`config.mk`:
```
export PLATFORM = sky130hd
export DESIGN_NAME = alu_share_arbiter
export DESIGN_NICKNAME = d
export VERILOG_FILES = /design/src/rtl/alu_share_arbiter.sv
export SDC_FILE = /design/constraint.sdc
export NUM_CORES = 1
export LEC_CHECK = 0
export CAP_MARGIN = 5
export CORE_ASPECT_RATIO = 0.5
export CORE_MARGIN = 2
export CORE_UTILIZATION = 28
export DETAILED_ROUTE_END_ITERATION = 6
export DONT_BUFFER_PORTS = 1
export PLACE_DENSITY_LB_ADDON = 0.2
export RECOVER_POWER = 25
export REMOVE_ABC_BUFFERS = 1
export SLEW_MARGIN = 20
export SYNTH_ARGS = -nofsm -noshare
export SYNTH_HDL_FRONTEND = slang
export SYNTH_SLANG_ARGS = --single-unit
```
`constraint.sdc`:
```
create_clock -name clk -period 9.7 [get_ports clk]
set_input_delay 1.94 -clock clk [delete_from_list [all_inputs] [get_ports clk]]
set_output_delay 1.94 -clock clk [all_outputs]
set_load 0.02 [all_outputs]
```
`src/rtl/alu_share_arbiter.sv`:
```
// alu_share_arbiter: shares one ALU between two requesters.
// Round-robin grant in IDLE, one cycle of ALU evaluation in EXEC, and the
// captured result is held in RESP until the consumer takes it.
module alu_share_arbiter #(
  parameter int WIDTH = 32
) (
  input  logic             clk,
  input  logic             reset,
  input  logic             req0_valid,
  output logic             req0_ready,
  input  logic [WIDTH-1:0] req0_a,
  input  logic [WIDTH-1:0] req0_b,
  input  logic [2:0]       req0_ctrl,
  input  logic             req1_valid,
  output logic             req1_ready,
  input  logic [WIDTH-1:0] req1_a,
  input  logic [WIDTH-1:0] req1_b,
  input  logic [2:0]       req1_ctrl,
  output logic [WIDTH-1:0] alu_a,
  output logic [WIDTH-1:0] alu_b,
  output logic [2:0]       alu_ctrl,
  input  logic [WIDTH-1:0] alu_result,
  input  logic             alu_zero,
  output logic             rsp_valid,
  input  logic             rsp_ready,
  output logic             rsp_id,
  output logic [WIDTH-1:0] rsp_result,
  output logic             rsp_zero,
  output logic             rsp_err,
  output logic             busy
);

  localparam logic [1:0] IDLE = 2'b00;
  localparam logic [1:0] EXEC = 2'b01;
  localparam logic [1:0] RESP = 2'b10;

  logic [1:0] state;
  logic       prio;
  logic       cur_id;
  logic       grant;
  logic       any_valid;

  // Op codes the ALU implements; anything else is reported as an error.
  function automatic logic ctrl_legal(input logic [2:0] c);
    case (c)
      3'b000, 3'b001, 3'b010, 3'b011, 3'b101: ctrl_legal = 1'b1;
      default:                                ctrl_legal = 1'b0;
    endcase
  endfunction

  // Grant selection: a lone requester always wins, contention goes to prio.
  always_comb begin
    any_valid = req0_valid | req1_valid;
    if (req0_valid && req1_valid) begin
      grant = prio;
    end else if (req1_valid) begin
      grant = 1'b1;
    end else begin
      grant = 1'b0;
    end
  end

  // Ready is only offered in IDLE, and only to the granted requester.
  always_comb begin
    if (state == IDLE) begin
      req0_ready = req0_valid & ~grant;
      req1_ready = req1_valid & grant;
    end else begin
      req0_ready = 1'b0;
      req1_ready = 1'b0;
    end
  end

  // Main sequencer: accept, evaluate for one cycle, then hold the response.
  always_ff @(posedge clk or posedge reset) begin
    if (reset) begin
      state      <= IDLE;
      prio       <= 1'b0;
      cur_id     <= 1'b0;
      alu_a      <= {WIDTH{1'b0}};
      alu_b      <= {WIDTH{1'b0}};
      alu_ctrl   <= 3'b000;
      rsp_valid  <= 1'b0;
      rsp_id     <= 1'b0;
      rsp_result <= {WIDTH{1'b0}};
      rsp_zero   <= 1'b0;
      rsp_err    <= 1'b0;
      busy       <= 1'b0;
    end else begin
      case (state)
        IDLE: begin
          if (any_valid) begin
            alu_a    <= grant ? req1_a : req0_a;
            alu_b    <= grant ? req1_b : req0_b;
            alu_ctrl <= grant ? req1_ctrl : req0_ctrl;
            cur_id   <= grant;
            prio     <= ~grant;
            busy     <= 1'b1;
            state    <= EXEC;
          end else begin
            state    <= IDLE;
          end
        end
        EXEC: begin
          rsp_id    <= cur_id;
          rsp_valid <= 1'b1;
          if (ctrl_legal(alu_ctrl)) begin
            rsp_result <= alu_result;
            rsp_zero   <= alu_zero;
            rsp_err    <= 1'b0;
          end else begin
            // Whatever the ALU produced for an illegal op is discarded.
            rsp_result <= {WIDTH{1'b0}};
            rsp_zero   <= 1'b0;
            rsp_err    <= 1'b1;
          end
          state <= RESP;
        end
        RESP: begin
          if (rsp_ready) begin
            rsp_valid <= 1'b0;
            busy      <= 1'b0;
            state     <= IDLE;
          end else begin
            state     <= RESP;
          end
        end
        default: begin
          rsp_valid <= 1'b0;
          busy      <= 1'b0;
          state     <= IDLE;
        end
      endcase
    end
  end

endmodule

```
Word level (Yosys, flattened, before mapping)
Cells that the tools add are included.
- logic and storage cells: 52
- output and inout bits: 106
- flip-flop bits (word level): 108
- eq/ne operators: 8
- multiplexer cells: 19
- bitwise operators: 6
- reduce and logical (&&, ||, !) cells: 7
- operators with widths (kind ; number):
    $mux 32 ; 3
    $mux 1 ; 11
    $eq 3x2->1 const B ; 2
    $pmux 1 s3 ; 2
    $pmux 2 s3 ; 1
    $reduce_or 5->1 ; 1
    $ne 2x2->1 const B ; 2
    $reduce_and 2->1 ; 2
    $eq 3x1->1 const B ; 1
    $eq 3x3->1 const B ; 1
    $logic_not 3->1 ; 1
    $mux 3 ; 1
    $not 1->1 ; 3
    $reduce_and 3->1 ; 1
    $and 1x1->1 ; 2
    $eq 2x1->1 const B ; 1
    $eq 2x2->1 const B ; 1
    $logic_not 2->1 ; 1
    $mux 2 ; 1
    $logic_and 1x1->1 ; 1
    $or 1x1->1 ; 1

Logic depth before layout (Yosys ltp)
Gate-level depths: netlist (run 1).
- word-level depth: 5
- depth in mapped cells: 6
- mapped depth without buffers: 3

Least setup slack after synthesis (run 1)
OpenSTA, ideal clock, no wires.
- path kind: input to output
- start point: input port req0_valid
- end point: output port req1_ready
- cell stages on the path: 4
- buffers on the path: 2
- slack: 5.129 ns
- arrival: 2.631 ns
- cell sequence: nand2b_1 > and3_1 > buf_6 > clkbuf_1
- cells in the longest elaborated chain, start to end: 4
- ends and longest elaborated chain (item ; RTL line ; text):
    from (decl) ; 9 ; input logic req0_valid,
    $logic_and 1x1->1 ; 54 ; if (req0_valid && req1_valid) begin
    $mux 1 ; 54 ;
    $and 1x1->1 ; 67 ; req1_ready = req1_valid & grant;
    $mux 1 ; 65 ; if (state == IDLE) begin
    to (decl) ; 15 ; output logic req1_ready,
No other way between the ends.

Worst setup path in the final report (run 1)
Same ends and word-level chain as after synthesis.

==> qor.csv, run 1 <==
metric,value,unit
CTS tree,yes,
cell family with most CP delay,buffers and inverters,
Slew @ Worst Pin,2092,ps
CTS sink count,108,
warnings from Yosys,0,
All-Layer GR Usage,0.1237,
CP arrival,2780,ps
Cell Rows,32,
Slew HR,-0.3950,
number of global-route vias before repair,3038,
Synth Instances,338,
Fin Setup TNS,0,ps
Die X,184.0,um
ys async rst share,1.000,
worst hold path startpoint,cur_id,
DRT iter0 DRCs,110,
critical path class,input port to primary output,
share of cells above drive strength 1,0.07740,
Routed WL,11600,um
Hold Buf Count CTS,0,
pin count of the biggest net entering global routing,79,
Hold Crit Endpoint,rsp_id,
DRT antenna net count,0,
Clock Skew,12.84,ps
Worst Hold Slack,503.4,ps
Reg-to-Reg End,rsp_result[26],
status,"finished, violations left",
DR WL/cell,22.02,um
Synth area leader,dfrtp_1,
first drt pass iteration count,4,
total number of H-tree levels,3,
Max Cap Viol,1,
CTS Root Buffer Type,clkbuf_16,
CP Capture Type,primary output,
final core utilization,0.3181,
peak supply drop,0.0001164,V
switching share of power,0.4182,
Reg power frac,0.516,
register area share after synthesis,0.5955,
Period minus WS final,4716,ps
Static Leak,2.104,nW
CP Max Fanout,69,
clk_lat worst skew,350,ps
Reg-to-Reg Start,state[1],
Synth cell types,19,
port bufs,0,
DR WL met2,6174,um
WL met3,823,um
CP Launch Type,input port,
final net count,490,
RSZ-0062 raised after global routing,false,
Mapped Area,4538,um2
ranking of synthesized cells by area,"dfrtp_1 60%, a221o_1 15%, o21a_1 11%, a22o_1 6.4%, buf_6 2.7%",
Comb power frac,0.285,
HPWL after DPL,8026,um
die area,17300,um2
Yosys top cell area share,0.5955,
Post-synth EDFFs,0,
Via Count,3006,
fillers,1550,
post-cts repair resize count,0,
violated checks,"max-capacitance violations, max-slew violations",
GRT overflow,0,
Worst R2R Path Depth,4,
final-report hold violation count,0,
clk buf depth,2,
Fmax,212.0,MHz
"slowest stage cell, crit path",buf_4,
pwr dens,421.6,nW/um2
CP cell instances,"nand2b_1, and3_2, buf_4",
hold path cells,1,
area delta synth->final,9.457,%
Placer Congestion,0.8017,
io pins,278,
ANT cells,0,
placed instance area,4617,um2
antenna violations before repair,0,
via/cell ratio,5.704,
DR top layer,met4,
Core ar.,15620,um2
Max stage delay on crit path,600,ps
flop-to-flop setup slack,7400,ps
synthesized area per cell,13.43,um2
Initial Util,0.2906,
"Req. time, crit path",7760,ps
#FFs+latches synth,108,
internal power,1.218,mW
total CTS buffers,9,
ys flop type,dfrtp_1,
DRC Markers,0,
Psw,0.8758,mW
"Clk pin slew, worst setup/hold paths",60,ps
Die Height,94.02,um
Worst Path Buf+Inv,1,
first-pass GRT wire length,16750,um
Hold Crit Class,flop to flop,
Post-CTS Setup Inserts,0,
metal1 wirelength,4439,um
Max Slew Vio Count,39,
Final Cell Area,4967,um2
final setup fails,0,
crit share post-route,0.4862,
clock network fraction of total power,0.199,
[registers in the layout (all words and copies together), names as in the netlist]
register and count:
rsp_err 1, rsp_id 1, alu_a 32, alu_ctrl 3, state 2, alu_b 32, rsp_valid 1, rsp_result 32
cur_id 1, busy 1, rsp_zero 1, prio 1
[area by class of cell]
class / instances / area, um2 / share of cell area
flip-flops and latches: 108 / 2703 / 0.5441
multi-input cells: 190 / 1603 / 0.3227
well taps: 204 / 255.2 / 0.05139
clock buffers: 11 / 232.7 / 0.04685
clock inverters: 5 / 107.6 / 0.02166
repair buffers: 7 / 57.56 / 0.01159
inverters: 2 / 8.758 / 0.001763
[cells in the final DEF, fill, tap and decap left out, types with 2 or more instances in the layout]
cell	n
nand2_1	3
o21a_1	68
a221o_1	67
buf_4	4
bufinv_16	3
nor2_1	3
nand2b_1	5
and3_2	2
o21ai_0	3
a22o_1	33
clkbuf_1	4
clkbuf_16	9
dfrtp_1	108
a21oi_1	2
[per-layer routing]
| metal | GRT usage | up-vias |
|---|---|---|
| met5 | 0 | - |
| met4 | 0.04267 | 0 |
| met3 | 0.03953 | 14 |
| met2 | 0.2267 | 151 |
| met1 | 0.1363 | 1545 |
| li1 | - | 1296 |
[logic make-up (layout without fill, tap and decap cells)]
| logic type | after synthesis | count (layout) | synth area share |
|---|---|---|---|
| buf+inv | 40 | 25 | 0.05321 |
| mux | 1 | 1 | 0.002481 |
| flops | 108 | 108 | 0.5955 |
| compound gates | 174 | 174 | 0.3320 |
| simple gates | 15 | 15 | 0.01682 |
[worst register-to-register path, cell delays in order (launching register included)]
cell	delay, ps
dfrtp_1	420
nand2b_1	280
a21oi_1	170
clkbuf_1	1080
a22o_1	290
[metrics by stage]
| step | std cells | worst slack [ps] | power (mW) |
|---|---|---|---|
| finish | 527 | 4984 | 2.094 |
| detailed placement | 510 | 5001 | 1.694 |
| global route | 527 | 4759 | 2.214 |
| floorplan | 300 | 4408 | 1.499 |
| global placement | 510 | 5046 | 1.667 |
| CTS | 526 | 5001 | 2.123 |
[power by group through the flow]
stage | registers, mW | logic, mW | clock network [mW]
after detailed placement | 1.09 | 0.603 | 0
final | 1.08 | 0.598 | 0.416
after global routing | 1.10 | 0.661 | 0.449
after global placement | 1.09 | 0.573 | 0
after floorplan | 1.02 | 0.475 | 0
after CTS | 1.09 | 0.605 | 0.433
[how the worst max path moves through the flow]
stage               cells after the start       start    endpoint
finish                                  3  req0_valid  req1_ready
global route                            2       reset   alu_a[11]
CTS                                     3  req0_valid  req1_ready
detailed placement                      3  req0_valid  req1_ready
global placement                        3  req0_valid  req1_ready
floorplan                               2  req0_valid  req1_ready
[synthesized netlist by cell type, types with 2 or more instances]
cell type,instances
buf_6,11
nor2_1,4
dfrtp_1,108
nand2_1,3
a22o_1,33
inv_1,2
a221o_1,67
buf_1,2
o21ai_0,3
and3_1,2
nand2b_1,5
o21a_1,68
clkbuf_1,18
buf_2,7
No activity file was read; power rests on OpenSTA's default activity.
==> run 2, diff against run 1 <==
--- a/config.mk
+++ b/config.mk
@@ -5,6 +5,7 @@
 export SDC_FILE = /design/constraint.sdc
 export NUM_CORES = 1
 export LEC_CHECK = 0
+export ABC_AREA = 1
 export CAP_MARGIN = 5
 export CORE_ASPECT_RATIO = 0.5
 export CORE_MARGIN = 2
==> constraint.sdc (replaced) <==
create_clock -name clk -period 4.55 [get_ports clk]
set_input_delay 0.91 -clock clk [delete_from_list [all_inputs] [get_ports clk]]
set_output_delay 0.91 -clock clk [all_outputs]
set_load 0.02 [all_outputs]
==> run 2 against run 1 <==
Compared with the run above: the run still ends with max-capacitance violations, max-slew violations left; power up 110%; sequential power up 110%; combinational power grew 100%; highest routed layer unchanged.
==> qor.csv, run 2 <==
metric,value,unit,change
port bufs,0,,unchanged
total CTS buffers,9,,unchanged
number of global-route vias before repair,3521,,+16%
hold path cells,2,,+1
Max Cap Viol,1,,unchanged
violated checks,"max-capacitance violations, max-slew violations",,
ys flop type,dfrtp_1,,
fillers,1769,,+14%
Initial Util,0.2872,,-0.003431
Routed WL,13160,um,+13%
Yosys top cell area share,0.5726,,-0.02289
"Clk pin slew, worst setup/hold paths",70,ps,about the same
CP Max Fanout,34,,-51%
first-pass GRT wire length,19750,um,+18%
"Worst Setup Slack, final",1471,ps,-3513 ps
CP arrival,3170,ps,+390 ps
DRT iter0 DRCs,196,,+78%
ys async rst share,1.000,,unchanged
final setup fails,0,,unchanged
DRT antenna net count,0,,unchanged
area delta synth->final,9.836,%,
Post-CTS Setup Inserts,0,,unchanged
register area share after synthesis,0.5726,,-0.02289
Synth area leader,dfrtp_1,,
CP Launch Type,input port,,
final net count,704,,+44%
"commonest non-fill, non-tap cell in the layout",nand3_1,,
Clock Skew,10.34,ps,-2.504 ps
Commonest cells post-synth,"203 x nand3_1, 176 x nand2_1, 108 x dfrtp_1",,
Reg power frac,0.534,,+0.018
Synth Instances,555,,+64%
dpl ws,2048,ps,-2953 ps
Register Area,2703,um2,unchanged
clk buf depth,2,,unchanged
Static Leak,2.467,nW,+17%
CTS Root Buffer Type,clkbuf_16,,
critical path class,input port to asynchronous set/reset pin,,
DRC Markers,0,,unchanged
Reg-to-Reg Start,state[0],,
clock network fraction of total power,0.187,,-0.012
die area,17970,um2,+3.9%
Comb power frac,0.279,,-0.006
crit share post-route,0.6766,,
Via Count,3707,,+23%
Max Slew Vio Count,35,,-10%
cell with the most instances after synthesis,nand3_1,,
pwr dens,836.1,nW/um2,+98%
Slew HR,-0.2466,,+0.1483
share of cells above drive strength 1,0.05587,,-0.02153
ANT cells,0,,unchanged
CTS tree,yes,,
Worst Path Buf+Inv,2,,+1
status,"finished, violations left",,
CP Capture Type,asynchronous set/reset pin,,
"Req. time, crit path",4640,ps,-3120 ps
cell family with most CP delay,buffers and inverters,,
Psw,2.070,mW,+140%
GRT overflow,0,,unchanged
"slowest stage cell, crit path",clkbuf_1,,
Die Height,95.81,um,+1.9%
peak supply drop,0.0002292,V,+97%
CP cell instances,"clkinvlp_2, clkbuf_1",,
warnings from Yosys,0,,unchanged
Period minus WS final,3079,ps,
Max stage delay on crit path,1410,ps,+810 ps
All-Layer GR Usage,0.1426,,+0.01886
via/cell ratio,4.852,,-15%
ranking of synthesized cells by area,"dfrtp_1 57%, nand3_1 22%, nand2_1 14%, buf_2 2.8%, buf_4 1.1%",,
Worst R2R Path Depth,6,,+2
Slew @ Worst Pin,1870,ps,-222.5 ps
#FFs+latches synth,108,,unchanged
area occupied by multi-input gates,1778,um2,+11%
Synth cell types,13,,-6
Die X,187.6,um,+1.9%
final-report hold violation count,0,,unchanged
synthesized area per cell,8.504,um2,-37%
Worst Hold Slack,543.6,ps,+40.20 ps
Regs by FF count,"alu_a x32, alu_b x32, rsp_result x32",,
HPWL after DPL,8949,um,+12%
antenna violations before repair,0,,unchanged
Reg-to-Reg End,cur_id,,
Placer Congestion,0.7474,,-6.8%
Hold Crit Endpoint,rsp_id,,
pin count of the biggest net entering global routing,72,,-8.9%
first drt pass iteration count,4,,unchanged
clk_lat worst skew,350,ps,about the same
RSZ-0062 raised after global routing,false,,
Mapped Area,4720,um2,+4.0%
internal power,2.264,mW,+86%
post-cts repair resize count,0,,unchanged
io pins,278,,unchanged
Post-synth EDFFs,0,,unchanged
switching share of power,0.4776,,+0.05933
DR WL/cell,17.23,um,-22%
Hold Crit Class,flop to flop,,
CTS sink count,108,,unchanged
flop-to-flop setup slack,2270,ps,-5130 ps
worst hold path startpoint,cur_id,,
Core ar.,16430,um2,+5.2%
Fmax,324.8,MHz,
"commonest non-fill, non-tap cells in the layout","203 x nand3_1, 176 x nand2_1, 108 x dfrtp_1",,
Cell Rows,33,,+3.1%
total number of H-tree levels,3,,unchanged
Hold Buf Count CTS,0,,unchanged
run 2: changes by cell type after synthesis, moves of 5 or more:
cell	delta
a221o_1	-67
a22o_1	-33
buf_2	+19
buf_4	+7
buf_6	-11
clkbuf_1	-8
inv_1	+9
nand2_1	+173
nand2b_1	-5
nand3_1	+203
o21a_1	-68
run 2: final cells by class:
cell class	count	share of cell area
Clock buffer	13	0.05021
Clock inverter	3	0.008689
Inverter	13	0.009655
Multi-Input combinational cell	391	0.3430
Sequential cell	108	0.5214
Tap cell	227	0.05479
Timing Repair Buffer	9	0.01231
run 2: kinds of logic after synthesis:
kind of cell           Yosys count  share of synthesized area
AO/OA/AOI/OAI                    9                    0.01273
buffers and inverters           56                    0.05700
flip-flops                     108                     0.5726
AND/OR/NAND/NOR                382                     0.3576
run 2: metal layers:
metal / up-vias / global-route usage / part of all wire
met5: - / 0 / 0
met4: 0 / 0.05709 / 0.029
met3: 26 / 0.04594 / 0.059
met2: 131 / 0.2373 / 0.50
met1: 1760 / 0.1744 / 0.41
li1: 1790 / - / -
run 2: worst max-delay path by stage:
stage,depth (start not counted),endpoint,from
global route,2,alu_a[28],reset
finish,2,alu_a[3],reset
CTS,4,req1_ready,state[0]
detailed placement,4,cur_id,req1_valid
global placement,4,prio,req1_valid
floorplan,4,cur_id,state[0]
run 2: metrics by stage:
| stage | instances | TNS (ps) | power (mW) | cell area (um2) | utilization |
|---|---|---|---|---|---|
| floorplan | 512 | -209790 | 3.165 | 4499 | - |
| global placement | 748 | 0 | 3.561 | 4883 | 0.2972 |
| detailed placement | 748 | 0 | 3.581 | 4883 | 0.2972 |
| CTS | 764 | 0 | 4.408 | 5189 | 0.3157 |
| global route | 764 | 0 | 4.684 | 5184 | 0.3154 |
| finish | 764 | 0 | 4.334 | 5184 | 0.3154 |
run 2: power groups by stage:
stage / clock [mW] / combinational, mW / sequential [mW]
global route: 0.882 / 1.43 / 2.37
CTS: 0.841 / 1.24 / 2.33
detailed placement: 0 / 1.24 / 2.34
finish: 0.809 / 1.21 / 2.31
global placement: 0 / 1.21 / 2.35
floorplan: 0 / 0.963 / 2.20
